`config.mk`:
```
export PLATFORM = sky130hd
export DESIGN_NAME = fixmul_pipe
export DESIGN_NICKNAME = d
export VERILOG_FILES = /design/src/rtl/fixmul_pkg.sv /design/src/rtl/fixmul_round_sat.sv /design/src/rtl/fixmul_pipe.sv
export SDC_FILE = /design/constraint.sdc
export NUM_CORES = 1
export LEC_CHECK = 0
export ABC_AREA = 0
export BUFFER_PORTS_ARGS = -buffer_cell sky130_fd_sc_hd__buf_2
export CAP_MARGIN = 20
export CORE_ASPECT_RATIO = 0.6
export CORE_MARGIN = 5
export CORE_UTILIZATION = 50
export CTS_CLUSTER_SIZE = 24
export DETAILED_ROUTE_END_ITERATION = 12
export GPL_TIMING_DRIVEN = 0
export PLACE_DENSITY = 0.66
export SLEW_MARGIN = 20
export SYNTH_ARGS = -nofsm -noshare
export SYNTH_HDL_FRONTEND = slang
export SYNTH_SLANG_ARGS = --single-unit
```
`constraint.sdc`:
```
create_clock -name clk -period 7.3 [get_ports clk]
set_clock_uncertainty 0.1 [all_clocks]
set_input_delay 0.365 -clock clk [delete_from_list [all_inputs] [get_ports clk]]
set_output_delay 0.365 -clock clk [all_outputs]
set_load 0.01 [all_outputs]
```
`src/rtl/fixmul_pkg.sv`:
```
// Shared constants and control-word type for the fixed-point multiply/MAC pipeline.
package fixmul_pkg;

  localparam int W_DEF     = 16;
  localparam int FRAC_DEF  = 15;
  localparam int GUARD_DEF = 8;
  localparam bit ROUND_DEF = 1'b1;

  localparam logic MODE_MUL = 1'b0;
  localparam logic MODE_MAC = 1'b1;

  typedef struct packed {
    logic mode;
    logic first;
    logic last;
  } ctl_t;

  function automatic int acc_width(input int w, input int guard);
    return 2 * w + guard;
  endfunction

endpackage

```
`src/rtl/fixmul_round_sat.sv`:
```
// Rounds/shifts an accumulator-width sum down to a W-bit Q result and clamps it.
// Purely combinational; no latency, no flow control.
module fixmul_round_sat #(
  parameter int W     = 16,
  parameter int FRAC  = 15,
  parameter int ACC_W = 40,
  parameter bit ROUND = 1'b1
) (
  input  logic signed [ACC_W-1:0] sum,
  output logic        [W-1:0]     y,
  output logic                    sat
);

  // One extra bit so the rounding bias can never overflow the sum.
  localparam logic signed [ACC_W:0] HALF  = ROUND ? ((ACC_W+1)'(1) << (FRAC-1)) : '0;
  localparam logic signed [ACC_W:0] MAX_V = {{(ACC_W-W+2){1'b0}}, {(W-1){1'b1}}};
  localparam logic signed [ACC_W:0] MIN_V = ~MAX_V;

  logic signed [ACC_W:0] sum_ext;
  logic signed [ACC_W:0] biased;
  logic signed [ACC_W:0] shifted;

  always_comb begin
    sum_ext = $signed({sum[ACC_W-1], sum});
    biased  = sum_ext + HALF;
    shifted = biased >>> FRAC;
    y       = shifted[W-1:0];
    sat     = 1'b0;
    if (shifted > MAX_V) begin
      y   = MAX_V[W-1:0];
      sat = 1'b1;
    end else if (shifted < MIN_V) begin
      y   = MIN_V[W-1:0];
      sat = 1'b1;
    end
  end

endmodule

```
`src/rtl/fixmul_pipe.sv`:
```
// Pipelined signed fixed-point multiply / MAC, 3-cycle latency, 1 beat per cycle.
// A stalled output (out_valid & ~out_ready) freezes every stage and the accumulator.
module fixmul_pipe
  import fixmul_pkg::*;
#(
  parameter int W     = W_DEF,
  parameter int FRAC  = FRAC_DEF,
  parameter int GUARD = GUARD_DEF,
  parameter bit ROUND = ROUND_DEF
) (
  input  logic         clk,
  input  logic         rst,
  input  logic         in_valid,
  output logic         in_ready,
  input  logic [W-1:0] in_a,
  input  logic [W-1:0] in_b,
  input  logic         in_mode,
  input  logic         in_first,
  input  logic         in_last,
  output logic         out_valid,
  input  logic         out_ready,
  output logic [W-1:0] out_y,
  output logic         out_sat
);

  localparam int ACC_W = acc_width(W, GUARD);
  localparam int P_W   = 2 * W;

  logic                    en;
  logic                    s1_vld_q, s1_vld_d;
  logic signed [W-1:0]     s1_a_q, s1_a_d, s1_b_q, s1_b_d;
  ctl_t                    s1_ctl_q, s1_ctl_d;
  logic                    s2_vld_q, s2_vld_d;
  logic signed [P_W-1:0]   s2_prod_q, s2_prod_d;
  ctl_t                    s2_ctl_q, s2_ctl_d;
  logic signed [ACC_W-1:0] acc_q, acc_d;
  logic                    out_vld_q, out_vld_d;
  logic [W-1:0]            out_y_q, out_y_d;
  logic                    out_sat_q, out_sat_d;

  logic signed [ACC_W-1:0] prod_ext, acc_base, mac_sum, sum;
  logic                    emit;
  logic [W-1:0]            rs_y;
  logic                    rs_sat;

  assign en        = ~(out_vld_q & ~out_ready);
  assign in_ready  = en;
  assign out_valid = out_vld_q;
  assign out_y     = out_y_q;
  assign out_sat   = out_sat_q;

  always_comb begin
    s1_vld_d  = s1_vld_q;
    s1_a_d    = s1_a_q;
    s1_b_d    = s1_b_q;
    s1_ctl_d  = s1_ctl_q;
    s2_vld_d  = s2_vld_q;
    s2_prod_d = s2_prod_q;
    s2_ctl_d  = s2_ctl_q;
    if (en) begin
      s1_vld_d = in_valid;
      if (in_valid) begin
        s1_a_d   = $signed(in_a);
        s1_b_d   = $signed(in_b);
        s1_ctl_d = '{mode: in_mode, first: in_first, last: in_last};
      end
      s2_vld_d = s1_vld_q;
      if (s1_vld_q) begin
        s2_prod_d = s1_a_q * s1_b_q;
        s2_ctl_d  = s1_ctl_q;
      end
    end
  end

  always_comb begin
    prod_ext = {{GUARD{s2_prod_q[P_W-1]}}, s2_prod_q};
    acc_base = s2_ctl_q.first ? '0 : acc_q;
    mac_sum  = acc_base + prod_ext;
    sum      = (s2_ctl_q.mode == MODE_MAC) ? mac_sum : prod_ext;
    emit     = (s2_ctl_q.mode == MODE_MUL) || s2_ctl_q.last;
  end

  fixmul_round_sat #(
    .W     (W),
    .FRAC  (FRAC),
    .ACC_W (ACC_W),
    .ROUND (ROUND)
  ) u_round_sat (
    .sum (sum),
    .y   (rs_y),
    .sat (rs_sat)
  );

  // Multiply beats pass straight through and never touch an open accumulation.
  always_comb begin
    acc_d     = acc_q;
    out_vld_d = out_vld_q;
    out_y_d   = out_y_q;
    out_sat_d = out_sat_q;
    if (en) begin
      out_vld_d = 1'b0;
      if (s2_vld_q) begin
        if (s2_ctl_q.mode == MODE_MAC) begin
          acc_d = s2_ctl_q.last ? '0 : mac_sum;
        end
        if (emit) begin
          out_vld_d = 1'b1;
          out_y_d   = rs_y;
          out_sat_d = rs_sat;
        end
      end
    end
  end

  always_ff @(posedge clk or posedge rst) begin
    if (rst) begin
      s1_vld_q  <= 1'b0;
      s1_a_q    <= '0;
      s1_b_q    <= '0;
      s1_ctl_q  <= '0;
      s2_vld_q  <= 1'b0;
      s2_prod_q <= '0;
      s2_ctl_q  <= '0;
      acc_q     <= '0;
      out_vld_q <= 1'b0;
      out_y_q   <= '0;
      out_sat_q <= 1'b0;
    end else begin
      s1_vld_q  <= s1_vld_d;
      s1_a_q    <= s1_a_d;
      s1_b_q    <= s1_b_d;
      s1_ctl_q  <= s1_ctl_d;
      s2_vld_q  <= s2_vld_d;
      s2_prod_q <= s2_prod_d;
      s2_ctl_q  <= s2_ctl_d;
      acc_q     <= acc_d;
      out_vld_q <= out_vld_d;
      out_y_q   <= out_y_d;
      out_sat_q <= out_sat_d;
    end
  end

endmodule

```
== Word-level counts from Yosys, hierarchy flattened ==
Index checks and enable logic that the tools add are counted.
Word-level totals
  bits in registers: 130
  input bits: 39
  output and inout port bits: 19
  word-level logic and storage cells: 38
Operators by class
  add/subtract/negate cells: 2
  multipliers: 1
  order comparisons: 2
  muxes and demuxes: 9
  bitwise logic cells: 4
  reductions and logical operators: 5
Operators by type and width (number)
  2-to-1 mux 40 bit: 3
  adder 40 x 16 -> 41 bit, second input constant: 1
  adder 40 x 32 -> 40 bit: 1
  multiplier 16 x 16 -> 32 bit: 1
  2-to-1 mux 16 bit: 2
  > comparator 26 x 16 -> 1 bit, second input constant: 1
  less-than comparator 26 x 16 -> 1 bit, second input constant: 1
  AND reduction 3 bit: 2
  2-to-1 mux 1 bit: 4
  AND reduction 2 bit: 2
  NOT 1 bit: 3
  AND 1 bit: 1
  logical OR 1 bit: 1

== Depth between registers and ports, before layout ==
  depth after elaboration: 7
  mapped depth: 27
  gate-level depth less buffers: 26

== Cells and area by module ==
Synthesis repeated with hierarchy kept, for this count alone.
Unflattened totals
  cell total of the unflattened synthesis: 1935
  area total of the unflattened synthesis: 18332.6 um^2
Modules (own cells, without submodules)
  fixmul_pipe: times used 1, cells each 1823, area an instance 17484.3 um^2, seq. area each 3253.1 um^2
  fixmul_round_sat: times used 1, cells each 112, area an instance 848.3 um^2, seq. area each 0.0 um^2

== Worst setup path before layout ==
Ideal clock, no wire load.
  kind: reg-to-reg
  start point: register s1_b_q[6]
  end point: register s2_prod_q[27]
  library setup time: 125 ps
  arrival time: 6383 ps
  path slack: 693 ps
  stages on the path, launching flop included: 27
  buffers on the path: 2
  period minus slack after synthesis: 6607 ps
  path through: dfrtp_1 > clkbuf_1 > clkbuf_1 > nand2_1 > fa_1 > inv_1 > fa_1 > inv_1 > fa_1 > fa_1 > fa_1 > inv_1 > fa_1 > ha_1 > a21oi_1 > nor2b_1 > o21ai_0 > nand2b_1 > a21oi_1 > o21ai_0 > a21oi_1 > a211oi_1 > o31a_1 > a21o_1 > a21oi_1 > xnor2_1 > mux2_2
Between the ends
  cells in the longest elaborated chain, start to end: 1
RTL lines
  start: declaration: line fixmul_pipe.sv:31  | logic signed [W-1:0] s1_a_q, s1_a_d, s1_b_q, s1_b_d;
  start signal: assignment: line fixmul_pipe.sv:119  | s1_b_q <= '0;
  start signal: assignment: line fixmul_pipe.sv:131  | s1_b_q <= s1_b_d;
  multiplier 16 x 16 -> 32 bit: line fixmul_pipe.sv:69  | s2_prod_d = s1_a_q * s1_b_q;
  end signal: assignment: line fixmul_pipe.sv:134  | s2_prod_q <= s2_prod_d;
  end: declaration: line fixmul_pipe.sv:34  | logic signed [P_W-1:0] s2_prod_q, s2_prod_d;
No other way between the ends.
A chain may end at the register's enable or synchronous reset.

== Worst setup path in the final report ==
  start point: register s1_b_q[7]
  end point: register s2_prod_q[30]
Same word-level chain as after synthesis.

==> qor.yml <==
outcome: "finished clean"
gp_congestion: 1.00
arrival_ns: 7.31
antenna_found_initial: 1
hold_violations: 0
num_io_pins: 58
grt_overflow: 0
hp-class: "input pin to flip-flop"
start_util_pct: 50.8
num_vias: 15300
cts_tree: "built"
cts_root_buffer: "clkbuf_16"
core_area_um2: 36500
grt_pass1_vias: 15500
grt_max_degree: 85
synth_fp_nets: 2461
ys_types: 89
clk_path_buf_depth: 2
dieHeight_um: 159
dieArea_um2: 41200
finalSetupViolCount: 0
crit_required_ns: 7.56
tightest_slew_ns: 1.05
dp_hpwl_um: 46300
grt_pass1_wl_um: 90600
die_w_um: 259
num_rows: 54
final_max_slew_viol_count: 0
synthFlopType: "dfrtp_1"
end_kind: "flip-flop"
fmax_ghz: 0.142
first_iter_violations: 1633
vias_per_cell: 5.82
cpMaxStageDelayCell: "dfrtp_2"
synth_top_area_cell: "fa_1"
ant_nets: 0
first_pass_iters: 6
start_kind: "flip-flop"
cp_top_family: "adder cells"
grtUsageTotal_pct: 28.2
async_flop_share_pct: 100
routed_wl_um: 57200
maxSlewHeadroom_pct: 29.9
synth.top_cell.area_share_pct: 28.4
cts_buffers: 17
fin_crit_ns: 7.05
portBuffers: 57
slowest_delay_ns: 0.57
rsz0062_at_grt: "no"
netlist_instances: 2037
routedWlPerCell_um: 21.9
fin_util_pct: 55.9
crit_top_cell: "fa_1"
synth_enable_flop_cells: 0
yosys_warnings: 0
ys_seq_area_share_pct: 17.5
synthTopCellsByArea: "fa_1 (28%), dfrtp_1 (18%), ha_1 (8.2%)"
path_cells: "buf_2, nand2_1, fa_1, inv_1, fa_1, inv_1, fa_1, inv_1, fa_1, inv_1, fa_1, inv_1, fa_1, ha_1, or3_1, o211a_1, a21oi_2, a21o_1, o21bai_1, or2_2, a31oi_2, a21boi_0, xnor2_1, o21ai_0"
path_max_fanout: 10
insertion_delay_ns: 0.46
num_antenna_cells: 0
finalCritPeriodShare_pct: 96.6
synth-seq-cells: 130
syn_area_um2: 18500
max_cap_viol_count: 0
layout.nets: 2554
synth_area_per_cell_um2: 9.11
path_buf_inv: 6
critPathKind: "flip-flop to flip-flop"
path_clk_slew_ns: 0.08
layout-drive-gt1-share_pct: 12.9
area_growth_pct: 10.1
post-route-drc-count: 0
cts_max_level: 4
clock-sinks: 130
-- layer usage --
layer	part of all wire, %	track usage, %	routed length [µm]	vias to the layer above
li1	-	-	-	6835
met1	47	44.2	27000	7636
met2	40	39.0	22900	710
met3	11	8.48	6390	72
met4	1.7	5.02	964	0
met5	0	0	0	-
-- per-stage QoR --
step           TNS, ns  instance area, µm²  worst slack [ns]  cells  hold slack [ns]
5_1_grt              0               20400           0.00356   2619           0.0284
2_1_floorplan        0               18500             0.693   2037            0.341
3_3_place_gp     -2.90               19400            -0.629   2570            0.354
6_report             0               20400             0.247   2619           0.0294
4_1_cts              0               20100           0.00175   2598           0.0117
3_5_place_dp     -3.76               19500            -0.764   2571            0.291
-- worst register-to-register path: cells and delay by family (launching register included) --
kind | cells | cell delay (ns)
and+or+nand+nor | 3 | 0.87
DFF | 1 | 0.57
buffers and inverters | 6 | 0.64
xor gates and xnor gates | 1 | 0.14
AOI/OAI and AO/OA | 7 | 1.28
adders and majority gates | 7 | 3.38
-- flip-flops by register name, indices dropped and copies added (netlist names) --
signal and count:
acc_q 40, out_sat 1, out_valid 1, out_y 16
s1_a_q 16, s1_b_q 16, s1_ctl_q 3, s1_vld_q 1
s2_ctl_q 3, s2_prod_q 32, s2_vld_q 1
-- path summary, 6_finish.rpt --
| path | endpoint | slack [ns] | cells after the start | startpoint |
|---|---|---|---|---|
| max | s2_prod_q[30]$_DFFE_PP0P_ | 0.25 | 24 | s1_b_q[7]$_DFFE_PP0P_ |
| min | s1_a_q[12]$_DFFE_PP0P_ | 0.03 | 2 | in_a[12] |
| min in group asynchronous | acc_q[8]$_DFFE_PP0P_ | 0.35 | 3 | rst |
| max in group asynchronous | s1_a_q[13]$_DFFE_PP0P_ | 5.96 | 4 | rst |
| min reg2reg | acc_q[17]$_DFFE_PP0P_ | 0.37 | 2 | acc_q[17]$_DFFE_PP0P_ |
| max reg2reg | s2_prod_q[30]$_DFFE_PP0P_ | 0.25 | 24 | s1_b_q[7]$_DFFE_PP0P_ |
-- repair_timing --
action | CTS | global route
cloned | 0 | 0
hold endpoints to repair | 46 | 0
hold buffers | 1 | 0
resized for setup | 52 | 59
setup buffers | 0 | 22
endpoints found under the setup margin | 10 | 22
pin swaps | 0 | 2
-- final cells by class --
type	instances	area [µm²]
repair buffers	81	500
clock buffers	17	425
clock inverters	15	188
plain buffers	78	405
fillers	3271	16100
flip-flops and latches	130	3280
well taps	476	596
inverters	314	1190
multi-input cells	1508	13800
-- cells by family after synthesis --
group           synth area share (%)
compound gates                  13.5
xor+xnor                        3.68
fa+ha+maj                       36.6
buf+inv                         8.22
flops                           17.5
mux                             3.18
simple gates                    17.3
-- placed cells by master (no fill, tap or decap), types with 28 or more instances in the layout --
master / instances
and2_1: 106
buf_2: 65
ha_1: 121
a21o_1: 34
buf_4: 28
a21oi_1: 56
xnor2_1: 53
clkbuf_1: 41
inv_1: 313
nor2b_1: 53
nand3_1: 31
nor2_1: 68
o21ai_0: 79
fa_1: 261
dfrtp_1: 105
nand2_1: 264
mux2_2: 48
-- synthesized netlist by cell type, types with 8 or more instances --
cell type  number
a211oi_1       16
a21o_1         34
a21oi_1        59
a22o_1         10
a31oi_1        12
and2_1        106
and3_1         17
clkbuf_1       77
dfrtp_1       130
fa_1          263
ha_1          122
inv_1         314
mux2_2         48
nand2_1       264
nand2b_1       20
nand3_1        31
nand4_1        16
nor2_1         68
nor2b_1        53
nor3_1         27
o211ai_1       10
o21a_1          8
o21ai_0        81
o21bai_1       13
o31ai_1        10
or3_1          16
xnor2_1        53
xor2_1         25
Power is left out: the tool's default activity adds up to more than one toggle a clock period on the data nets, which glitch-free logic cannot reach.
